**src/rtl/fifo4_pkg.sv**
```systemverilog
// Shared sizing constants and helpers for the 4-entry FIFO write bank.
package fifo4_pkg;

  localparam int DEPTH = 4;
  localparam int PTR_W = 2;
  localparam int CNT_W = 3;

  localparam logic [CNT_W-1:0] FULL_CNT  = 3'd4;
  localparam logic [CNT_W-1:0] EMPTY_CNT = 3'd0;

  // One-hot decode of a pointer into per-entry write strobes.
  function automatic logic [DEPTH-1:0] ptr_dec(input logic [PTR_W-1:0] p);
    ptr_dec    = '0;
    ptr_dec[p] = 1'b1;
  endfunction

endpackage

```
**src/rtl/fifo4_ptr.sv**
```systemverilog
// Wrapping PTR_W-bit pointer with increment enable and async active-low clear.
module fifo4_ptr
  import fifo4_pkg::*;
(
  input  logic             clk,
  input  logic             rst_n,
  input  logic             en_i,
  output logic [PTR_W-1:0] ptr_o
);

  logic [PTR_W-1:0] ptr_q, ptr_d;

  // Next pointer: advance by one, natural wrap at 2**PTR_W.
  always_comb begin
    ptr_d = ptr_q;
    if (en_i) ptr_d = ptr_q + PTR_W'(1);
  end

  // Pointer register.
  always_ff @(posedge clk or negedge rst_n) begin
    if (!rst_n) ptr_q <= '0;
    else        ptr_q <= ptr_d;
  end

  assign ptr_o = ptr_q;

endmodule

```
**src/rtl/fifo4_write_bank.sv**
```systemverilog
// Write side of the 4-entry FIFO: write demux into four entry registers,
// read/write pointers, occupancy, full/empty flags and sticky error flags.
// The head word is selected downstream by an external 4:1 mux on rd_sel.
module fifo4_write_bank
  import fifo4_pkg::*;
#(
  parameter int DATA_W = 16
) (
  input  logic              clk,
  input  logic              rst_n,
  input  logic              push,
  input  logic [DATA_W-1:0] din,
  input  logic              pop,
  output logic [DATA_W-1:0] q0,
  output logic [DATA_W-1:0] q1,
  output logic [DATA_W-1:0] q2,
  output logic [DATA_W-1:0] q3,
  output logic [PTR_W-1:0]  rd_sel,
  output logic              rd_en,
  output logic              full,
  output logic              empty,
  output logic [CNT_W-1:0]  count,
  output logic              ovf_err,
  output logic              udf_err
);

  logic [DEPTH-1:0][DATA_W-1:0] ent_q;
  logic [DEPTH-1:0]             wr_stb;
  logic [PTR_W-1:0]             wr_ptr;
  logic [PTR_W-1:0]             rd_ptr;
  logic [CNT_W-1:0]             count_q, count_d;
  logic                         ovf_q, ovf_d;
  logic                         udf_q, udf_d;
  logic                         push_ok, pop_ok;

  // Flags come straight from registered occupancy.
  assign full  = (count_q == FULL_CNT);
  assign empty = (count_q == EMPTY_CNT);

  // A push into a full FIFO is allowed only when a pop frees the head slot
  // in the same cycle; a pop on empty is never satisfied (no din bypass).
  assign pop_ok  = pop && !empty;
  assign push_ok = push && (!full || pop);

  fifo4_ptr u_wr_ptr (
    .clk   (clk),
    .rst_n (rst_n),
    .en_i  (push_ok),
    .ptr_o (wr_ptr)
  );

  fifo4_ptr u_rd_ptr (
    .clk   (clk),
    .rst_n (rst_n),
    .en_i  (pop_ok),
    .ptr_o (rd_ptr)
  );

  // Write demux: only the entry addressed by wr_ptr is strobed.
  always_comb begin
    wr_stb = '0;
    if (push_ok) wr_stb = ptr_dec(wr_ptr);
  end

  for (genvar g = 0; g < DEPTH; g++) begin : g_ent
    // Entry register: loads din on its strobe, otherwise holds. When full
    // with push&&pop the strobed slot is also the head, so the reader still
    // sees the old word this cycle.
    always_ff @(posedge clk or negedge rst_n) begin
      if (!rst_n)         ent_q[g] <= '0;
      else if (wr_stb[g]) ent_q[g] <= din;
    end
  end

  // Occupancy and sticky error next-state.
  always_comb begin
    count_d = count_q;
    case ({push_ok, pop_ok})
      2'b10:   count_d = count_q + CNT_W'(1);
      2'b01:   count_d = count_q - CNT_W'(1);
      default: count_d = count_q;
    endcase
    ovf_d = ovf_q | (push && full && !pop);
    udf_d = udf_q | (pop && empty);
  end

  // Occupancy and error registers.
  always_ff @(posedge clk or negedge rst_n) begin
    if (!rst_n) begin
      count_q <= EMPTY_CNT;
      ovf_q   <= 1'b0;
      udf_q   <= 1'b0;
    end else begin
      count_q <= count_d;
      ovf_q   <= ovf_d;
      udf_q   <= udf_d;
    end
  end

  assign q0      = ent_q[0];
  assign q1      = ent_q[1];
  assign q2      = ent_q[2];
  assign q3      = ent_q[3];
  assign rd_sel  = rd_ptr;
  assign rd_en   = pop_ok;
  assign count   = count_q;
  assign ovf_err = ovf_q;
  assign udf_err = udf_q;

endmodule
```
**config.mk**
```make
export PLATFORM = sky130hd
export DESIGN_NAME = fifo4_write_bank
export DESIGN_NICKNAME = d
export VERILOG_FILES = /design/src/rtl/fifo4_pkg.sv /design/src/rtl/fifo4_ptr.sv /design/src/rtl/fifo4_write_bank.sv
export SDC_FILE = /design/constraint.sdc
export NUM_CORES = 1
export LEC_CHECK = 0
export ABC_AREA = 1
export CAP_MARGIN = 20
export CORE_ASPECT_RATIO = 1.4
export CORE_MARGIN = 2
export CORE_UTILIZATION = 49
export CTS_BUF_LIST = sky130_fd_sc_hd__clkbuf_4
export DETAILED_ROUTE_END_ITERATION = 6
export PLACE_DENSITY_LB_ADDON = 0.1
export SLEW_MARGIN = 10
export SYNTH_ARGS = -nofsm -noshare
export SYNTH_HDL_FRONTEND = slang
export SYNTH_HIERARCHICAL = 1
export SYNTH_SLANG_ARGS = --single-unit
export TNS_END_PERCENT = 1
```
**constraint.sdc**
```tcl
create_clock -name clk -period 2.9 [get_ports clk]
set_input_delay 0.725 -clock clk [delete_from_list [all_inputs] [get_ports clk]]
set_output_delay 0.725 -clock clk [all_outputs]
set_load 0.02 [all_outputs]
```
==> results of run 1 <==
## layout by cell type, fill, tap and decap left out, types with 2 or more instances in the layout
master | netlist | layout
buf_4 | 4 | 6
clkbuf_4 | 0 | 10
bufinv_16 | 0 | 2
dfrtp_1 | 73 | 73
nand3_4 | 4 | 4
buf_2 | 8 | 2
nor2_2 | 4 | 4
nand3_1 | 2 | 2
clkinv_2 | 1 | 2
inv_1 | 13 | 13
clkinv_1 | 0 | 2
o21bai_1 | 2 | 2
nand4_1 | 64 | 64
nor2_8 | 2 | 2
nor2_1 | 3 | 3
inv_2 | 2 | 2
clkdlybuf4s50_1 | 0 | 91
nand2_1 | 140 | 140
## power breakdown
group	internal (mW)	total (mW)	switching, mW
sequential	1.48	1.80	0.315
combinational	1.14	2.62	1.47
clock	0.356	0.703	0.348
## worst max-delay path by stage
stage	startpoint	endpoint	slack [ps]	cells after the start
after CTS	pop	rd_en	140	4
after global placement	pop	rd_en	140	4
after floorplan	count[2]	count[2]	560	10
after global routing	pop	rd_en	70	4
after detailed placement	pop	rd_en	140	4
final	pop	rd_en	150	4
## per-layer routing
metal | share of wire (%) | track usage, %
met5 | 0 | 0
met4 | 1.8 | 9.83
met3 | 4.9 | 5.02
met2 | 51 | 38.0
met1 | 42 | 30.3
## cells in the mapped netlist (all sizes together)
cell / count
xnor2: 1
fa: 1
buf: 20
dfrtp: 73
nor2: 9
nor3: 1
nand2: 140
o21bai: 2
xor2: 1
clkinv: 1
nand3: 7
ha: 1
nand3b: 1
o21ai: 1
inv: 15
nand4: 64
clkbuf: 3
## through the flow
step | util [%] | hold WS (ps) | total power [mW] | cells
2_1_floorplan | - | 429 | 3.28 | 341
3_3_place_gp | 63.9 | 454 | 4.40 | 492
3_5_place_dp | 63.9 | 458 | 4.45 | 492
4_1_cts | 66.3 | 324 | 5.16 | 508
5_1_grt | 66.3 | 325 | 5.45 | 508
6_report | 66.3 | 303 | 5.11 | 508
## worst max-delay path: stages
cell and delay (ps):
clkdlybuf4s50_1 450, inv_1 80, nor2_1 150, clkdlybuf4s50_1 620
## flip-flops by register name (all words and copies together), names as in the netlist
name / cells
u_rd_ptr/ptr_o: 2
q1: 16
ovf_err: 1
q3: 16
count: 3
udf_err: 1
q2: 16
u_wr_ptr/ptr_o: 2
q0: 16
## logic make-up (layout without fill, tap and decap cells)
| kind of cell | Yosys count | after routing | synth area share (%) |
|---|---|---|---|
| AOI/OAI and AO/OA | 3 | 3 | 0.619 |
| xor gates and xnor gates | 2 | 2 | 0.542 |
| adders and majority gates | 2 | 2 | 1.01 |
| buffers and inverters | 39 | 132 | 7.20 |
| DFF | 73 | 73 | 56.5 |
| and+or+nand+nor | 222 | 222 | 34.2 |
## layout make-up
| class | instances | area [µm²] | area share, % |
|---|---|---|---|
| flip-flops and latches | 73 | 1830 | 42.5 |
| multi-input cells | 229 | 1170 | 27.3 |
| repair buffers | 100 | 986 | 22.9 |
| well taps | 74 | 92.6 | 2.15 |
| clock inverters | 6 | 81.3 | 1.89 |
| clock buffers | 10 | 75.1 | 1.75 |
| inverters | 16 | 61.3 | 1.43 |
==> impl_metrics.tcl, run 1 <==
set metrics [dict create \
    status "finished, final reports clean" \
    wl_per_cell_um 15.8 \
    synth_warnings 6 \
    placed_area_um2 4140 \
    syn-instance-count 341 \
    htreeDepth 3 \
    max-vdd-ir-drop_mv 0.607 \
    cap_viol_max_count 0 \
    critical_path.max_fanout 3 \
    initial_core_util_pct 49.9 \
    critPathLaunchType "primary input" \
    cts_root_buf "clkbuf_4" \
    hold_viol 0 \
    dp.final_hpwl_um 5340 \
    dp_slack_ps 136 \
    holdCritPathClass "primary input to async pin" \
    cts_setup_buffers 0 \
    crit_arrival_ps 2030 \
    finalWirelength_um 8030 \
    worstMarginPinSlew_ps 752 \
    io_buffers 93 \
    finalSetupViolCount 0 \
    p_leak_nw 2.11 \
    drive_gt1_share_pct 8.53 \
    grt_start_max_net_pins 74 \
    insertion_delay_ps 420 \
    post_drt_via_cell_ratio 5.41 \
    grtUsageTotal_pct 23.5 \
    nets 451 \
    cts-hold-fix-buffers 0 \
    reg2reg_depth 11 \
    synth_area_leader_cell "dfrtp_1" \
    slew_violations 0 \
    gp_congestion 0.798 \
    rows 35 \
    worst_slack_ps 149 \
    worstPathRequired_ps 2170 \
    cts_made_buffers 9 \
    grt_pass1_vias 2586 \
    fin_worst_skew_ps 16.9 \
    synthDistinctLibCells 24 \
    vias 2747 \
    fin_area_um2 4300 \
    dieArea_um2 7280 \
    reg2reg_from "count[2]" \
    area_growth_pct 32.9 \
    synth_nets 363 \
    ys_ff_latch 73 \
    p_per_area_nw_per_um2 1190 \
    synth_top_cell_area_share_pct 56.5 \
    fp.dieH_um 100 \
    firstDrtPassIters 4 \
    drc 0 \
    die-width_um 72.7 \
    nFillCells 557 \
    period_needed_ps 2750 \
    worstSetupPathType "primary input to output pin" \
    crit_path_end_kind "output pin" \
    antenna_found_initial 0 \
    synthTopCellsByArea "dfrtp_1 56%, nand2_1 16%, nand4_1 12%, buf_6 2.8%, nand3_4 2.2%" \
    rsz0062_at_grt "no" \
    r2r_slack_ps 930 \
    r2r_end "count[2]" \
    cts.sinks 73 \
    fmax_mhz 364 \
    clk_path_buf_depth 2 \
    synth_area_um2 3230 \
    drt_iter0_drc 236 \
    ys_seq_area_share_pct 56.5 \
    core-area_um2 6480 \
    grt.overflow.total 0 \
    slew_headroom_pct 49.9 \
    grt_pass1_wl_um 13000 \
    cts_resized 0 \
    fin_crit_sh_pct 94.9 \
    clkTransAtPathRegs_ps 110 \
    tns_ps 0 \
    syn_area_per_cell_um2 9.48 \
    drtAntennaViolNets 0 \
    diodes 0 \
    cts_tree "built" \
    io-pin-count 94 \
]
(Power assumes the default switching activity.)
==> run 2: changes to the inputs <==
--- a/config.mk
+++ b/config.mk
@@ -7,7 +7,7 @@
 export LEC_CHECK = 0
 export ABC_AREA = 1
 export CAP_MARGIN = 20
-export CORE_ASPECT_RATIO = 1.4
+export CORE_ASPECT_RATIO = 0.8
 export CORE_MARGIN = 2
 export CORE_UTILIZATION = 49
 export CTS_BUF_LIST = sky130_fd_sc_hd__clkbuf_4
==> impl_metrics.tcl, run 2 (synthesis results as in run 1) <==
set metrics [dict create \
    r2r_slack_ps 880 \
    die-width_um 94.8 \
    max-vdd-ir-drop_mv 0.608 \
    gp_congestion 0.752 \
    gr-usage-met1_pct 36.1 \
    cap_viol_max_count 0 \
    cpPeakStageDelay_ps 620 \
    critical_path.max_fanout 3 \
    p_per_area_nw_per_um2 1220 \
    post_drt_via_cell_ratio 5.42 \
    use_met2_pct 34.9 \
    rows 26 \
    cts.sinks 73 \
    crit_path_end_kind "output pin" \
    drc 0 \
    drt_iter0_drc 349 \
    htreeDepth 3 \
    fin_crit_sh_pct 95.7 \
    slew_headroom_pct 38.2 \
    firstDrtPassIters 4 \
    fmax_mhz 360 \
    diodes 0 \
    fin_worst_skew_ps 14.2 \
    hold_viol 0 \
    insertion_delay_ps 430 \
    cts_made_buffers 9 \
    antenna_found_initial 0 \
    busiest_layer "met1" \
    mostFrequentLayoutCells "140 x nand2_1, 91 x clkdlybuf4s50_1, 73 x dfrtp_1, 64 x nand4_1, 13 x inv_1" \
    crit_top_cell "clkdlybuf4s50_1" \
    drtAntennaViolNets 0 \
    wl_per_cell_um 15.9 \
    dp_slack_ps 115 \
    status "finished, final reports clean" \
    cts_setup_buffers 0 \
    core-area_um2 6380 \
    finalSetupViolCount 0 \
    grt.overflow.total 0 \
    dieArea_um2 7270 \
    io_buffers 93 \
    area_growth_pct 34.3 \
    dp.final_hpwl_um 5450 \
    cts_tree "built" \
    grt_start_max_net_pins 74 \
    grt_pass1_vias 2625 \
    finalWirelength_um 8250 \
    clk_path_buf_depth 2 \
    whs_ps 397 \
    worstMarginPinSlew_ps 927 \
    cts-hold-fix-buffers 0 \
    placed_cells 502 \
    critPathLaunchType "primary input" \
    drive_gt1_share_pct 8.53 \
    cp_cell_sequence "clkdlybuf4s50_1, inv_1, nor2_1, clkdlybuf4s50_1" \
    period_needed_ps 2770 \
    grt_pass1_wl_um 13500 \
    grtUsageTotal_pct 24.3 \
    rsz0062_at_grt "no" \
    vias 2808 \
    tns_ps 0 \
    worstSetupPathType "primary input to output pin" \
    power_mw 5.32 \
    clkTransAtPathRegs_ps 120 \
    worst_slack_ps 126 \
    io-pin-count 94 \
    initial_core_util_pct 50.7 \
    crit_arrival_ps 2050 \
    use_met3_pct 7.27 \
    finalNonFillerCells 518 \
    p_leak_nw 2.13 \
    holdCritPathClass "primary input to async pin" \
    nets 451 \
    fp.dieH_um 76.7 \
    crit_family "buffers and inverters" \
    cts_root_buf "clkbuf_4" \
    worstPathRequired_ps 2170 \
    cp.buffers_inverters 3 \
    cts_resized 0 \
    final_common_cell "nand2_1" \
    slew_violations 0 \
    cpMaxStageDelayCell "clkdlybuf4s50_1" \
]
run 2: changes by cell type in the layout (fill, tap and decap cells not counted), sizes merged:
cell    previous run  this run
inv               16        15
bufinv             2         4
clkbuf            10         9
run 2: path summary, 6_finish.rpt:
kind | from | endpoint | depth (start not counted)
worst min register to register | q3[12] | q3[12] | 2
worst max register to register | count[2] | count[2] | 11
worst min-delay path | rst_n | q2[15] | 1
min in group clk | q3[12] | q3[12] | 2
max in group asynchronous | rst_n | u_wr_ptr/ptr_o[1] | 1
worst max-delay path | pop | rd_en | 4
run 2: power by group:
group | total, mW | leakage (nW) | switching, mW | internal [mW]
Combinational | 2.64 | 1.12 | 1.49 | 1.15
Clock | 0.877 | 0.105 | 0.361 | 0.516
Sequential | 1.81 | 0.904 | 0.327 | 1.48
Total | 5.32 | 2.13 | 2.17 | 3.15
run 2: area by class of cell:
cell class,instances,area (µm²)
sequential,73,1830
fill,536,2030
clock inverter,7,133
timing repair buffer,100,976
tap,84,105
multi-input combinational,229,1170
inverter,16,61.3
clock buffer,9,67.6
run 2: metrics by stage:
stage | instance area, µm² | util [%]
2_1_floorplan | 3230 | -
3_5_place_dp | 4140 | 65.0
3_3_place_gp | 4140 | 65.0
4_1_cts | 4340 | 68.1
6_report | 4340 | 68.1
5_1_grt | 4340 | 68.1
run 2: per-layer routing:
metal,wire length (µm),share of wire (%),vias to the layer above
met3,553,6.7,11
li1,-,-,1323
met1,3800,46,1384
met4,95,1.2,0
met5,0,0,-
met2,3800,46,90
==> run 3: changes to the inputs <==
--- a/config.mk
+++ b/config.mk
@@ -7,11 +7,13 @@
 export LEC_CHECK = 0
 export ABC_AREA = 1
 export CAP_MARGIN = 20
+export CELL_PAD_IN_SITES_DETAIL_PLACEMENT = 2
+export CELL_PAD_IN_SITES_GLOBAL_PLACEMENT = 2
 export CORE_ASPECT_RATIO = 0.8
-export CORE_MARGIN = 2
-export CORE_UTILIZATION = 49
+export CORE_UTILIZATION = 29
 export CTS_BUF_LIST = sky130_fd_sc_hd__clkbuf_4
 export DETAILED_ROUTE_END_ITERATION = 6
+export MAX_ROUTING_LAYER = met4
 export PLACE_DENSITY_LB_ADDON = 0.1
 export SLEW_MARGIN = 10
 export SYNTH_ARGS = -nofsm -noshare
==> impl_metrics.tcl, run 3 (synthesis results as in run 1) <==
set metrics [dict create \
    status "finished, final reports clean" \
    grt_pass1_vias 2985 \
    power.internal_mw 2.83 \
    insertion_delay_ps 430 \
    worstMarginPinSlew_ps 989 \
    cts_resized 0 \
    crit_top_cell "clkdlybuf4s50_1" \
    r2r_slack_ps 820 \
    whs_ps 441 \
    worstPathRequired_ps 2170 \
    vias 2822 \
    placed_cells 564 \
    grt.overflow.total 0 \
    gp_congestion 0.720 \
    cpPeakStageDelay_ps 630 \
    grtUsageTotal_pct 20.2 \
    cts-hold-fix-buffers 0 \
    fin_area_um2 4360 \
    fp.dieH_um 96.5 \
    drtAntennaViolNets 0 \
    cp.buffers_inverters 3 \
    diodes 0 \
    io_buffers 93 \
    crit_path_end_kind "output pin" \
    core-area_um2 10800 \
    dieArea_um2 11600 \
    pwr-share-clk_pct 11.0 \
    swShare_pct 44.4 \
    fin_worst_skew_ps 15.6 \
    p_seq_share_pct 35.7 \
    tns_ps 0 \
    p_comb_share_pct 53.3 \
    p_per_area_nw_per_um2 1170 \
    initial_core_util_pct 29.8 \
    rsz0062_at_grt "no" \
    cts_made_buffers 9 \
    nets 453 \
    area_growth_pct 34.9 \
    crit_family "buffers and inverters" \
    die-width_um 120 \
    final_common_cell "nand2_1" \
    finalWirelength_um 10500 \
    dr.max_layer_used "met4" \
    drive_gt1_share_pct 8.94 \
    cts_setup_buffers 0 \
    p_leak_nw 2.11 \
    reg2reg_depth 12 \
    rows 34 \
    cpMaxStageDelayCell "clkdlybuf4s50_1" \
    finalSetupViolCount 0 \
    htreeDepth 3 \
    slew_violations 0 \
    antenna_found_initial 0 \
    worstSetupPathType "primary input to output pin" \
    nFillCells 1217 \
    p_sw_mw 2.26 \
    critPathLaunchType "primary input" \
    post_drt_via_cell_ratio 4.87 \
    dr_wl_met3_um 445 \
    cp_cell_sequence "clkdlybuf4s50_1, inv_1, nor2_1, clkdlybuf4s50_1" \
    cts_root_buf "clkbuf_4" \
    fin_crit_sh_pct 95.1 \
    hold_viol 0 \
    mostFrequentLayoutCells "140 x nand2_1, 91 x clkdlybuf4s50_1, 73 x dfrtp_1, 64 x nand4_1, 13 x inv_1" \
    drc 0 \
    r2r_end "count[2]" \
    grt_pass1_wl_um 16900 \
    cap_viol_max_count 0 \
    period_needed_ps 2760 \
    holdCritPathClass "primary input to async pin" \
    grt_start_max_net_pins 74 \
    slew_headroom_pct 34.0 \
    reg2reg_from "count[2]" \
    clk_path_buf_depth 2 \
    finalNonFillerCells 580 \
    firstDrtPassIters 7 \
    io-pin-count 94 \
    crit_arrival_ps 2030 \
    drt_iter0_drc 112 \
    cts_tree "built" \
    met1_length_um 5160 \
    wl_met2_um 4800 \
    dp.final_hpwl_um 6980 \
    clkTransAtPathRegs_ps 130 \
    cts.sinks 73 \
    fmax_mhz 362 \
    max-vdd-ir-drop_mv 0.374 \
    critical_path.max_fanout 2 \
    placed_area_um2 4260 \
    wl_per_cell_um 18.2 \
    post-route-util_pct 40.2 \
]
## run 3: cell count changes in the layout (fill, tap and decap cells not counted)
| cell | delta |
|---|---|
| buf_12 | +2 |
| clkinv_2 | +2 |
| bufinv_16 | -4 |
| clkbuf_4 | +2 |
## run 3: how the worst max path moves through the flow
stage / start / end / slack (ps) / cells after the start
3_3_place_gp: pop / rd_en / 100 / 4
5_1_grt: pop / rd_en / 90 / 4
3_5_place_dp: pop / rd_en / 130 / 4
2_1_floorplan: count[2] / count[2] / 560 / 10
6_report: pop / rd_en / 140 / 4
4_1_cts: pop / rd_en / 110 / 4
## run 3: worst reg2reg max path, cell delays in order, from the launching register on
cell      delay [ps]
dfrtp_1          420
inv_1            110
nand2_1           90
inv_1             60
nor2_1           150
buf_4            160
ha_1             190
inv_1             80
fa_1             380
inv_1             80
nand2_1           60
nand3b_1          90
xor2_1           150
## run 3: stage by stage
| stage | setup WS (ps) | power, mW |
|---|---|---|
| after global placement | 105 | 4.52 |
| after detailed placement | 134 | 4.60 |
| final | 141 | 5.09 |
| after global routing | 90.6 | 5.47 |
| after floorplan | 563 | 3.28 |
| after CTS | 114 | 5.19 |
## run 3: layout make-up
| type | instances | area, µm² | share of cell area [%] |
|---|---|---|---|
| clock buffers | 11 | 82.6 | 1.89 |
| clock inverters | 5 | 22.5 | 0.516 |
| inverters | 16 | 61.3 | 1.40 |
| multi-input cells | 229 | 1170 | 26.9 |
| flip-flops and latches | 73 | 1830 | 41.9 |
| well taps | 144 | 180 | 4.13 |
| repair buffers | 102 | 1020 | 23.3 |
## run 3: metal layers
layer  vias up  global-route usage, %
met3        15                   4.34
met5         -                      -
met1      1407                   27.1
li1       1328                      -
met4         0                   6.04
met2        72                   30.6
## run 3: power groups by stage
stage	clock, mW	combinational [mW]	sequential (mW)
5_1_grt	0.633	2.96	1.88
3_3_place_gp	0	2.69	1.84
2_1_floorplan	0	0.946	2.34
3_5_place_dp	0	2.76	1.85
4_1_cts	0.593	2.77	1.83
6_report	0.562	2.71	1.82
